File: src/rtl/score_pkg.sv
// Shared constants, BCD nibble type and conversion FSM states for score_bcd_counter.
package score_pkg;

   localparam int unsigned SCORE_WIDTH  = 14;
   localparam int unsigned MAX_SCORE    = 9999;
   localparam int unsigned POINTS_WIDTH = 4;
   localparam int unsigned DIGITS       = 4;

   typedef logic [3:0] bcd_nibble_t;

   typedef enum logic [1:0] {
      IDLE   = 2'd0,
      SHIFT  = 2'd1,
      COMMIT = 2'd2
   } state_e;

   // Shift counter must reach SCORE_WIDTH-1.
   function automatic int unsigned cnt_width(input int unsigned score_w);
      return $clog2(score_w + 1);
   endfunction

   localparam int unsigned CNT_WIDTH = cnt_width(SCORE_WIDTH);

endpackage

File: src/rtl/bcd_add3.sv
// Double-dabble per-nibble correction: a BCD nibble of 5 or more gets 3 added before the shift.
module bcd_add3
   import score_pkg::*;
(
   input  bcd_nibble_t nib_i,
   output bcd_nibble_t nib_o_c
);

   always_comb begin
      nib_o_c = nib_i;
      if (nib_i >= 4'd5) nib_o_c = nib_i + 4'd3;
   end

endmodule

File: src/rtl/score_bcd_counter.sv
// Saturating score accumulator with iterative binary-to-BCD conversion and atomic digit commit.
// Optional leading-zero blanking mask enabled by defining SCORE_LEADING_BLANK_EN.
module score_bcd_counter #(
   parameter int unsigned SCORE_WIDTH  = score_pkg::SCORE_WIDTH,
   parameter int unsigned MAX_SCORE    = score_pkg::MAX_SCORE,
   parameter int unsigned POINTS_WIDTH = score_pkg::POINTS_WIDTH,
   parameter int unsigned DIGITS       = score_pkg::DIGITS
) (
   input  logic                    iVGA_CLK,
   input  logic                    iRST,
   input  logic                    iClear,
   input  logic                    iAdd_Valid,
   input  logic [POINTS_WIDTH-1:0] iAdd_Points,
   output logic [SCORE_WIDTH-1:0]  oScore,
   output logic [DIGITS*4-1:0]     oDigits,
   output logic                    oUpdate,
   output logic                    oBusy,
   output logic                    oSat,
   output logic [DIGITS-1:0]       oBlank
);

   import score_pkg::state_e;
   import score_pkg::IDLE;
   import score_pkg::SHIFT;
   import score_pkg::COMMIT;
   import score_pkg::cnt_width;

   localparam int unsigned BCD_W = DIGITS * 4;
   localparam int unsigned SR_W  = BCD_W + SCORE_WIDTH;
   localparam int unsigned CNT_W = cnt_width(SCORE_WIDTH);
   localparam int unsigned SUM_W = SCORE_WIDTH + 1;

   state_e                   state_q, state_d;
   logic [SCORE_WIDTH-1:0]   score_q, score_d;
   logic                     sat_q, sat_d;
   logic                     dirty_q, dirty_d;
   logic [SR_W-1:0]          sr_q, sr_d;
   logic [CNT_W-1:0]         cnt_q, cnt_d;
   logic [BCD_W-1:0]         digits_q, digits_d;
   logic                     update_q, update_d;
   logic                     busy_q, busy_d;
   logic [SR_W-1:0]          sr_adj_c;
   logic [SUM_W-1:0]         sum_c;

   // Correct every BCD nibble above the binary part, then shift as one word.
   assign sr_adj_c[SCORE_WIDTH-1:0] = sr_q[SCORE_WIDTH-1:0];
   for (genvar g = 0; g < int'(DIGITS); g++) begin : g_add3
      bcd_add3 u_add3 (
         .nib_i   (sr_q[SCORE_WIDTH + 4*g +: 4]),
         .nib_o_c (sr_adj_c[SCORE_WIDTH + 4*g +: 4])
      );
   end

   assign sum_c = {1'b0, score_q} + SUM_W'(iAdd_Points);

   always_comb begin
      state_d  = state_q;
      score_d  = score_q;
      sat_d    = sat_q;
      dirty_d  = dirty_q;
      sr_d     = sr_q;
      cnt_d    = cnt_q;
      digits_d = digits_q;
      update_d = 1'b0;

      case (state_q)
         IDLE: begin
            if (dirty_q) begin
               sr_d    = {{BCD_W{1'b0}}, score_q};
               cnt_d   = '0;
               dirty_d = 1'b0;
               state_d = SHIFT;
            end
         end
         SHIFT: begin
            sr_d  = {sr_adj_c[SR_W-2:0], 1'b0};
            cnt_d = cnt_q + CNT_W'(1);
            if (cnt_q == CNT_W'(SCORE_WIDTH - 1)) state_d = COMMIT;
         end
         COMMIT: begin
            digits_d = sr_q[SR_W-1 -: BCD_W];
            update_d = 1'b1;
            state_d  = IDLE;
         end
         default: state_d = IDLE;
      endcase

      // Adds after the FSM so an add coinciding with a load re-arms dirty.
      if (iAdd_Valid) begin
         dirty_d = 1'b1;
         if (sum_c > SUM_W'(MAX_SCORE)) begin
            score_d = SCORE_WIDTH'(MAX_SCORE);
            sat_d   = 1'b1;
         end else begin
            score_d = sum_c[SCORE_WIDTH-1:0];
         end
      end

      if (iClear) begin
         state_d  = IDLE;
         score_d  = '0;
         sat_d    = 1'b0;
         dirty_d  = 1'b0;
         digits_d = '0;
         update_d = 1'b0;
      end

      busy_d = (state_d != IDLE);
   end

   always_ff @(posedge iVGA_CLK) begin
      if (iRST) begin
         state_q  <= IDLE;
         score_q  <= '0;
         sat_q    <= 1'b0;
         dirty_q  <= 1'b0;
         sr_q     <= '0;
         cnt_q    <= '0;
         digits_q <= '0;
         update_q <= 1'b0;
         busy_q   <= 1'b0;
      end else begin
         state_q  <= state_d;
         score_q  <= score_d;
         sat_q    <= sat_d;
         dirty_q  <= dirty_d;
         sr_q     <= sr_d;
         cnt_q    <= cnt_d;
         digits_q <= digits_d;
         update_q <= update_d;
         busy_q   <= busy_d;
      end
   end

`ifdef SCORE_LEADING_BLANK_EN
   localparam logic [DIGITS-1:0] BLANK_RST = ~DIGITS'(1);

   logic [DIGITS-1:0] blank_q, blank_d;

   // A digit blanks when it and every higher digit are zero; digit 0 always shows.
   always_comb begin
      logic upper_zero;
      blank_d    = '0;
      upper_zero = 1'b1;
      for (int i = int'(DIGITS) - 1; i >= 1; i--) begin
         upper_zero = upper_zero & (digits_d[4*i +: 4] == 4'd0);
         blank_d[i] = upper_zero;
      end
   end

   always_ff @(posedge iVGA_CLK) begin
      if (iRST) blank_q <= BLANK_RST;
      else      blank_q <= blank_d;
   end

   assign oBlank = blank_q;
`else
   assign oBlank = '0;
`endif

   assign oScore  = score_q;
   assign oDigits = digits_q;
   assign oUpdate = update_q;
   assign oBusy   = busy_q;
   assign oSat    = sat_q;

endmodule
File: config.mk
export PLATFORM = sky130hd
export DESIGN_NAME = score_bcd_counter
export DESIGN_NICKNAME = d
export VERILOG_FILES = /design/src/rtl/score_pkg.sv /design/src/rtl/bcd_add3.sv /design/src/rtl/score_bcd_counter.sv
export SDC_FILE = /design/constraint.sdc
export NUM_CORES = 1
export LEC_CHECK = 0
export BUFFER_PORTS_ARGS = -buffer_cell sky130_fd_sc_hd__clkbuf_2
export CAP_MARGIN = 20
export CORE_ASPECT_RATIO = 1.25
export CORE_MARGIN = 4
export CORE_UTILIZATION = 62
export CTS_CLUSTER_DIAMETER = 30
export CTS_CLUSTER_SIZE = 8
export DETAILED_ROUTE_END_ITERATION = 16
export PLACE_DENSITY = 0.84
export SETUP_SLACK_MARGIN = 0.02
export SLEW_MARGIN = 20
export SYNTH_ARGS = -nofsm -noshare
export SYNTH_HDL_FRONTEND = slang
export SYNTH_SLANG_ARGS = --single-unit
File: constraint.sdc
create_clock -name iVGA_CLK -period 5 [get_ports iVGA_CLK]
set_input_delay 0.75 -clock iVGA_CLK [delete_from_list [all_inputs] [get_ports iVGA_CLK]]
set_output_delay 0.75 -clock iVGA_CLK [all_outputs]
set_load 0.01 [all_outputs]
After elaboration in Yosys (flattened, before gate mapping)
Index checks and enable logic that the tools add are counted.
{"block": "op_classes", "muxes": 16, "addsub": 6, "n_eq_ne": 4, "n_reduce_logical": 7, "n_lt_le_gt_ge": 5}
{"op": "30-bit case mux with 2 select lines", "n": 1}
{"op": "30-bit two-way mux", "n": 1}
{"op": "4-bit by 3-bit greater-or-equal comparator with 1-bit output, second input constant", "n": 4}
{"op": "4-bit two-way mux", "n": 4}
{"op": "14-bit by 4-bit adder with 15-bit output", "n": 1}
{"op": "15-bit by 14-bit > comparator with 1-bit output, second input constant", "n": 1}
{"op": "14-bit two-way mux", "n": 1}
{"op": "4-bit by 2-bit adder with 4-bit output, second input constant", "n": 3}
{"op": "4-bit case mux with 2 select lines", "n": 1}
{"op": "2-bit two-way mux", "n": 3}
{"op": "2-bit nonzero test", "n": 3}
{"op": "4-bit by 1-bit adder with 4-bit output, second input constant", "n": 1}
{"op": "4-bit equality test, second input constant", "n": 1}
{"op": "2-bit case mux with 2 select lines", "n": 1}
{"op": "2-bit AND reduction", "n": 2}
{"op": "3-bit by 2-bit adder with 3-bit output, second input constant", "n": 1}
{"op": "1-bit two-way mux", "n": 3}
{"op": "3-bit two-way mux", "n": 1}
{"op": "2-bit by 1-bit equality test with 1-bit output, second input constant", "n": 1}
{"op": "2-bit equality test, second input constant", "n": 1}
{"op": "2-bit zero test", "n": 1}
{"op": "2-bit != test, second input constant", "n": 1}
{"op": "2-bit OR reduction", "n": 1}
{"block": "totals", "elab_cells": 47, "input_bits": 8, "register_bits": 70}

Depth between registers and ports, before layout
Gate-level depths: netlist (run 1).
{"block": "depth", "word_depth": 5, "mapped_depth": 10, "depth_no_buf": 10}

Hierarchy
Synthesis (run 1) repeated with hierarchy kept, for this count alone.
{"block": "hier_totals", "hier_cells": 473, "area_unflattened_um2": 3861.2}
{"mod": "score_bcd_counter", "n_inst": 1, "cells_per_inst": 409, "seq_area_each_um2": 1401.3, "area_per_inst_um2": 3455.8}
{"mod": "bcd_add3", "n_inst": 4, "cells_per_inst": 16, "seq_area_each_um2": 0.0, "area_per_inst_um2": 101.3}

Worst setup path after synthesis (run 1)
Ideal clock, no wire load.
{"block": "synth_timing", "path_type": "in2reg", "start": "input iAdd_Points[0]", "end": "register score_q[0], in the netlist oScore[0]", "t_required_ns": 4.866, "t_arrival_ns": 2.838, "path_slack_ns": 2.028, "path_stages": 10, "setup_ns": 0.134, "cell_sequence": "ha_1 inv_1 fa_1 nand2b_1 a211oi_2 nand4_1 a2111oi_2 o311ai_4 nand2b_4 a31oi_1"}
{"block": "synth_between", "elab_chain_len": 3}
{"item": "from (decl)", "line": "score_bcd_counter.sv:13", "text": "input logic [POINTS_WIDTH-1:0] iAdd_Points,"}
{"item": "14-bit by 4-bit adder with 15-bit output (*)", "line": "score_bcd_counter.sv:54", "text": "assign sum_c = {1'b0, score_q} + SUM_W'(iAdd_Points);"}
{"item": "15-bit by 14-bit > comparator with 1-bit output", "line": "score_bcd_counter.sv:91", "text": "if (sum_c > SUM_W'(MAX_SCORE)) begin"}
{"item": "14-bit two-way mux (*)", "line": "score_bcd_counter.sv:91"}
{"item": "to (signal assigned)", "line": "score_bcd_counter.sv:124", "text": "score_q <= score_d;"}
{"item": "to (decl)", "line": "score_bcd_counter.sv:34", "text": "logic [SCORE_WIDTH-1:0] score_q, score_d;"}
Every way passes the cells marked *; elsewhere a longest branch is shown, timed or not.
A chain may end at the register's enable or synchronous reset.

Worst setup path after layout (run 1)
{"block": "layout_timing", "start": "input iAdd_Points[0]", "end": "register score_q[8], in the netlist oScore[8]"}
The elaborated chain is that of the path after synthesis.

==> metrics, run 1 <==
crit path capture type flip-flop; highest-delay cell along the critical path sky130_fd_sc_hd__a2111oi_2; RSZ-0062 raised after global routing no; hold buffers post-CTS 0; final clock skew 0.00964 ns; chip height 93.6 um; number of cell instances on the worst register-to-register path 10; number of sinks handled by clock tree synthesis 70; port bufs 40; shortest period the worst path allows 2.97 ns; iteration-0 DRC count of the detailed router 251; slack of the critical path 2.03 ns; result of the run finished clean; design area 3990 um^2; Via-to-Cell Ratio 5.99; syn avg cell area 8.06 um^2; worst slew slack as a fraction of its limit 29.0%; Wirelength per Cell 15.5 um; clock tree from TritonCTS done; Max Clk Rate 337 MHz; Diodes inserted 0; post-route setup TNS 0 ns; share of the core filled with cells 71.8%; Setup WS pre-CTS 1.68 ns; Tightest Pin Transition 1.06 ns; first-pass GRT wire length 14000 um; worst hold-check path type flip-flop to flip-flop; number of standard cells in the final layout excluding fillers 540; via count of the first global-routing pass 2947; capturing point of the worst reg2reg path oScore[8]; instance area after placement 3770 um^2; Top Ports 45; leakage component of the power 1.53 nW; initial core utilization 65.5%; FF-to-FF Start oScore[0]; top cell type's share of synthesized area 38.5%; count of flip-flops with a built-in enable after synthesis 0; detailed placer's ending HPWL 5880 um; final weighted congestion in routability-driven placement 0.934; # placed instances 524; final hold viol count 0; Hold Path End oDigits[9]; sequence of cells on the critical path clkbuf_2 -> ha_1 -> inv_1 -> fa_1 -> nand2b_1 -> a211oi_2 -> nand4_1 -> a2111oi_2 -> o311ai_4 -> nand2_2 -> o21ai_0; worst stage delay on the critical path 0.43 ns; core box area 5560 um^2; share of final-layout standard cells stronger than drive strength 1 14.9%; highest fanout seen on the critical path 7; biggest area consumer among synthesized cells sky130_fd_sc_hd__dfxtp_1; H-tree depth reported by CTS 3; number of clock buffers inserted by TritonCTS 9; area grow syn2layout 9.67%; number of core rows 30; final net count 494; most used flip-flop cell after synthesis sky130_fd_sc_hd__dfxtp_1; Worst Hold Margin 0.455 ns; min-delay src oDigits[9]; Max Slew Vio Count 0; classification of the worst setup path input port to flip-flop; Root Buffer Master sky130_fd_sc_hd__clkbuf_8; CP delay by family, top compound AO/OA/AOI/OAI gates; maximum capacitance violations 0; antenna violations before repair 0; share of the clock period used by the worst path after layout 59.4%; register area share after synthesis 38.5%; data required time at the worst endpoint 5.21 ns; Max Buffers Root-to-Sink 2; Synth area leaders sky130_fd_sc_hd__dfxtp_1 (39%), sky130_fd_sc_hd__a21oi_1 (6.7%), sky130_fd_sc_hd__ha_1 (4.8%), sky130_fd_sc_hd__nand2_1 (4.6%), sky130_fd_sc_hd__nor2_1 (4.6%); First-pass DRT Iterations 4; most used standard cell by instance count after synthesis sky130_fd_sc_hd__dfxtp_1; FFs w/ async S/R, synth 0%; total routing resource utilization after global routing 24.8%; routed vias 3233; number of standard cells after synthesis 451; worst setup path startpoint iAdd_Points[0]; mapped cell area 3640 um^2; number of library cell types mapped by synthesis 58; hold path depth 2; clock latency on the worst-skew pair 0.35 ns; Worst IR Drop VDD 0.217 mV; routed wire length 8380 um; largest net degree at the start of global routing 38; Reg clk slew, reported paths 0.07 ns; final count of negative-setup-slack endpoints 0; buffers plus inverters on the worst setup path 2; total grt overflow 0; Post-route DRC 0; Crit path arrival time 3.18 ns; Yosys warnings 0; Seq cells post-synth 70; Pwr Density 287 nW/um^2; die outline area 7160 um^2; count of antenna-violating nets left after detailed routing 0; cts repair resizes 0; critical path launch point type input port; Die X 76.5 um; total chip power 1.14 mW; worst reg-to-reg setup slack 2.06 ns; Setup Buffers After CTS 0; most frequent cells after synthesis sky130_fd_sc_hd__dfxtp_1 (70), sky130_fd_sc_hd__a21oi_1 (49), sky130_fd_sc_hd__nand2_1 (45), sky130_fd_sc_hd__nor2_1 (45), sky130_fd_sc_hd__inv_1 (26)
-- worst min-delay path, cell delays in order (launching register included) --
cell and delay [ns]:
sky130_fd_sc_hd__dfxtp_1 0.31, sky130_fd_sc_hd__nand2_1 0.05, sky130_fd_sc_hd__a21oi_1 0.05
-- cell usage in the layout, fill, tap and decap left out, types with 3 or more instances in the layout --
master / Yosys / layout
sky130_fd_sc_hd__a211oi_1: 14 / 14
sky130_fd_sc_hd__a211oi_2: 3 / 3
sky130_fd_sc_hd__a21o_1: 4 / 4
sky130_fd_sc_hd__a21oi_1: 49 / 49
sky130_fd_sc_hd__a22oi_1: 11 / 11
sky130_fd_sc_hd__a31oi_1: 6 / 6
sky130_fd_sc_hd__and3_1: 7 / 7
sky130_fd_sc_hd__clkbuf_2: 0 / 40
sky130_fd_sc_hd__clkbuf_8: 0 / 10
sky130_fd_sc_hd__conb_1: 1 / 4
sky130_fd_sc_hd__dfxtp_1: 70 / 70
sky130_fd_sc_hd__ha_1: 14 / 14
sky130_fd_sc_hd__inv_1: 26 / 26
sky130_fd_sc_hd__nand2_1: 45 / 45
sky130_fd_sc_hd__nand2b_1: 7 / 7
sky130_fd_sc_hd__nand3_1: 7 / 7
sky130_fd_sc_hd__nand4_1: 4 / 4
sky130_fd_sc_hd__nor2_1: 45 / 45
sky130_fd_sc_hd__nor2b_1: 3 / 3
sky130_fd_sc_hd__nor3_1: 16 / 16
sky130_fd_sc_hd__nor3b_1: 12 / 12
sky130_fd_sc_hd__o21ai_0: 21 / 21
sky130_fd_sc_hd__or2_2: 3 / 3
sky130_fd_sc_hd__xnor2_1: 8 / 8
sky130_fd_sc_hd__xor2_1: 7 / 7
-- sequential cells by signal (all words and copies together), names as in the netlist --
| signal | flops |
|---|---|
| sr_q | 30 |
| oDigits | 16 |
| oScore | 14 |
| cnt_q | 4 |
| state_q | 2 |
| dirty_q | 1 |
| oBusy | 1 |
| oSat | 1 |
| oUpdate | 1 |
-- routing by layer --
| layer | vias to the layer above | routed length, um | track usage [%] |
|---|---|---|---|
| li1 | 1605 | - | - |
| met2 | 92 | 4180 | 42.8 |
| met5 | - | 0 | 0 |
| met1 | 1514 | 3530 | 28.5 |
| met3 | 22 | 397 | 6.74 |
| met4 | 0 | 269 | 11.3 |
-- cell type report --
| type | instances | area, um^2 |
|---|---|---|
| Timing Repair Buffer | 40 | 200 |
| Clock buffer | 12 | 145 |
| Sequential cell | 70 | 1400 |
| Clock inverter | 4 | 70.1 |
| Tap cell | 64 | 80.1 |
| Fill cell | 460 | 1570 |
| Inverter | 27 | 101 |
| Multi-Input combinational cell | 323 | 1990 |
-- cell families after synthesis --
| logic type | count (synthesis) | share of synthesized area (%) |
|---|---|---|
| DFF | 70 | 38.5 |
| xor gates and xnor gates | 15 | 3.61 |
| muxes | 2 | 0.585 |
| adders and majority gates | 15 | 5.37 |
| and+or+nand+nor | 161 | 22.1 |
| buffers and inverters | 61 | 7.05 |
| AOI/OAI and AO/OA | 126 | 22.7 |
| other | 1 | 0.103 |
-- how the worst max path moves through the flow --
stage	endpoint	slack (ns)	cells after the start
2_1_floorplan	oScore[0]	2.03	10
3_3_place_gp	oScore[8]	1.75	11
3_5_place_dp	oScore[11]	1.68	11
4_1_cts	oScore[8]	2.04	11
5_1_grt	oScore[8]	1.87	11
6_report	oScore[8]	2.03	11
-- where the power goes --
group	leakage [nW]	switching, mW	internal [mW]
clock network	0.110	0.204	0.293
logic	0.850	0.0478	0.0233
registers	0.566	0.00796	0.567
total	1.53	0.260	0.884
Note: power is estimated with default switching activity, not from simulation.
==> inputs of run 2 (changes only) <==
--- a/config.mk
+++ b/config.mk
@@ -9,11 +9,11 @@
 export CAP_MARGIN = 20
 export CORE_ASPECT_RATIO = 1.25
 export CORE_MARGIN = 4
-export CORE_UTILIZATION = 62
+export CORE_UTILIZATION = 52
 export CTS_CLUSTER_DIAMETER = 30
 export CTS_CLUSTER_SIZE = 8
 export DETAILED_ROUTE_END_ITERATION = 16
-export PLACE_DENSITY = 0.84
+export PLACE_DENSITY = 0.76
 export SETUP_SLACK_MARGIN = 0.02
 export SLEW_MARGIN = 20
 export SYNTH_ARGS = -nofsm -noshare
==> constraint.sdc (replaced) <==
create_clock -name iVGA_CLK -period 2.45 [get_ports iVGA_CLK]
set_input_delay 0.3675 -clock iVGA_CLK [delete_from_list [all_inputs] [get_ports iVGA_CLK]]
set_output_delay 0.3675 -clock iVGA_CLK [all_outputs]
set_load 0.01 [all_outputs]
==> metrics, run 2 (synthesized netlist as in run 1, its figures left out) <==
total routing resource utilization after global routing 21.4% (was 24.8%); RSZ-0062 raised after global routing yes (was no); final count of negative-setup-slack endpoints 14 (was 0); routed vias 3379 (was 3233); Tightest Pin Transition 0.625 ns (was 1.06 ns); number of core rows 33 (was 30); core box area 6690 um^2 (was 5560 um^2); detailed placer's ending HPWL 6330 um (was 5880 um); Wirelength per Cell 15.1 um (was 15.5 um); violated checks negative setup slack; initial core utilization 54.4% (was 65.5%); commonest non-fill, non-tap cells in the layout sky130_fd_sc_hd__dfxtp_1 (68), sky130_fd_sc_hd__a21oi_1 (46), sky130_fd_sc_hd__nor2_1 (45), sky130_fd_sc_hd__nand2_1 (45), sky130_fd_sc_hd__clkbuf_2 (40) (was sky130_fd_sc_hd__dfxtp_1 (70), sky130_fd_sc_hd__a21oi_1 (49), sky130_fd_sc_hd__nor2_1 (45), sky130_fd_sc_hd__nand2_1 (45), sky130_fd_sc_hd__clkbuf_2 (40)); final net count 533 (was 494); Root Buffer Master sky130_fd_sc_hd__clkbuf_8 (unchanged); maximum capacitance violations 0 (unchanged); Worst IR Drop VDD 0.444 mV (was 0.217 mV); Worst Hold Margin 0.461 ns (was 0.455 ns); leakage component of the power 1.76 nW (was 1.53 nW); final-layout fill cell count 560 (was 460); Pwr Density 562 nW/um^2 (was 287 nW/um^2); antenna violations before repair 0 (unchanged); total grt overflow 0 (unchanged); Top Ports 45 (unchanged); post-route setup TNS -1.29 ns (was 0 ns); die outline area 8410 um^2 (was 7160 um^2); share of the clock period used by the worst path after layout 106%; Max Clk Rate 387 MHz; Max Slew Vio Count 0 (unchanged); count of antenna-violating nets left after detailed routing 0 (unchanged); Post-route DRC 0 (unchanged); result of the run finished, violations left (was finished clean); Reg clk slew, reported paths 0.08 ns (was 0.07 ns); Die X 82.8 um (was 76.5 um); sequence of cells on the critical path ha_4 -> inv_2 -> fa_2 -> nand2b_4 -> a211oi_4 -> nand4_1 -> a2111oi_4 -> o311ai_4 -> nand2_2 -> and3_4 (was clkbuf_2 -> ha_1 -> inv_1 -> fa_1 -> nand2b_1 -> a211oi_2 -> nand4_1 -> a2111oi_2 -> o311ai_4 -> nand2_2 -> o21ai_0); crit path capture type flip-flop (unchanged); area grow syn2layout 22.2% (was 9.67%); number of clock buffers inserted by TritonCTS 9 (unchanged); most common library cell in the layout ignoring fill and taps sky130_fd_sc_hd__dfxtp_1 (unchanged); largest net degree at the start of global routing 34 (was 38); final weighted congestion in routability-driven placement 0.868 (was 0.934); worst reg-to-reg setup slack -0.14 ns (was 2.06 ns); chip height 102 um (was 93.6 um); worst stage delay on the critical path 0.41 ns (was 0.43 ns); Via-to-Cell Ratio 5.61 (was 5.99); Sequential cell area 1410 um^2 (was 1400 um^2); number of sinks handled by clock tree synthesis 70 (unchanged); share of final-layout standard cells stronger than drive strength 1 24.7% (was 14.9%); hold buffers post-CTS 0 (unchanged); register bank with the most flops sr_q (unchanged); final hold viol count 0 (unchanged); slack of the critical path -0.135 ns (was 2.03 ns); final clock skew 0.00881 ns (was 0.00964 ns); share of the core filled with cells 66.4% (was 71.8%); iteration-0 DRC count of the detailed router 202 (was 251); clock tree from TritonCTS done (unchanged); routed wire length 9090 um (was 8380 um); worst slew slack as a fraction of its limit 58.3% (was 29.0%); highest fanout seen on the critical path 7 (unchanged); H-tree depth reported by CTS 3 (unchanged); port bufs 40 (unchanged); First-pass DRT Iterations 4 (unchanged); multi-input logic area 2090 um^2 (was 1990 um^2); Diodes inserted 0 (unchanged); data required time at the worst endpoint 2.72 ns (was 5.21 ns); worst hold-check path type flip-flop to flip-flop (unchanged); Setup WS pre-CTS -0.250 ns (was 1.68 ns); clock latency on the worst-skew pair 0.33 ns (was 0.35 ns); Max Buffers Root-to-Sink 2 (unchanged); critical path launch point type flip-flop (was input port); classification of the worst setup path flip-flop to flip-flop (was input port to flip-flop); max FFs per register 30 (unchanged); Crit path arrival time 2.86 ns (was 3.18 ns); highest-delay cell along the critical path sky130_fd_sc_hd__a2111oi_4 (was sky130_fd_sc_hd__a2111oi_2); total chip power 2.50 mW (was 1.14 mW); first-pass GRT wire length 14800 um (was 14000 um); shortest period the worst path allows 2.59 ns; via count of the first global-routing pass 3251 (was 2947)
-- run 2: changes by cell type in the layout (fill, tap and decap cells not counted), moves of 2 or more --
cell | previous run | this run
sky130_fd_sc_hd__clkbuf_1 | 2 | 0
sky130_fd_sc_hd__a211oi_4 | 0 | 2
sky130_fd_sc_hd__buf_4 | 0 | 39
sky130_fd_sc_hd__a21boi_0 | 2 | 0
sky130_fd_sc_hd__a21oi_1 | 49 | 46
sky130_fd_sc_hd__a21oi_2 | 0 | 3
sky130_fd_sc_hd__a21boi_1 | 0 | 2
sky130_fd_sc_hd__dfxtp_1 | 70 | 68
-- run 2: metrics by stage --
step / instance area [um^2] / cells
6_report: 4440 / 602
3_5_place_dp: 4130 / 584
5_1_grt: 4440 / 602
2_1_floorplan: 3690 / 454
3_3_place_gp: 4130 / 584
4_1_cts: 4380 / 600
-- run 2: report_power, final --
group	switching, mW	leakage [nW]	internal, mW	total, mW
combinational	0.123	1.06	0.0793	0.202
sequential	0.00919	0.567	1.16	1.17
clock	0.426	0.126	0.702	1.13
-- run 2: metal layers --
| layer | up-vias | routed length, um | GRT usage [%] |
|---|---|---|---|
| met5 | - | 0 | 0 |
| met4 | 0 | 224 | 11.3 |
| met3 | 18 | 383 | 4.64 |
| met2 | 88 | 4580 | 36.6 |
| met1 | 1592 | 3910 | 25.3 |
| li1 | 1681 | - | - |
-- run 2: path summary, 6_finish.rpt --
path          startpoint  cells after the start           to
max            oScore[0]                     10    oScore[6]
min          oDigits[14]                      2  oDigits[14]
max reg2reg    oScore[0]                     10    oScore[6]
min reg2reg  oDigits[14]                      2  oDigits[14]
-- run 2: timing repair --
action | in CTS | in global routing
setup buffers | 0 | 2
endpoints found under the setup margin | 13 | 14
resized for setup | 4 | 9
pin swaps | 8 | 3
-- run 2: area by class of cell --
type	instances	share of cell area, %
multi-input cells	323	47.0
flip-flops and latches	70	31.6
repair buffers	79	11.1
clock buffers	10	3.10
clock inverters	6	2.45
well taps	87	2.45
inverters	27	2.28
-- run 2: critical path: cells and delay by family, from the launching register on --
kind	cells	cell delay (ns)
and+or+nand+nor	4	0.79
buffers and inverters	1	0.03
DFF	1	0.36
AOI/OAI and AO/OA	3	0.89
adders and majority gates	2	0.46
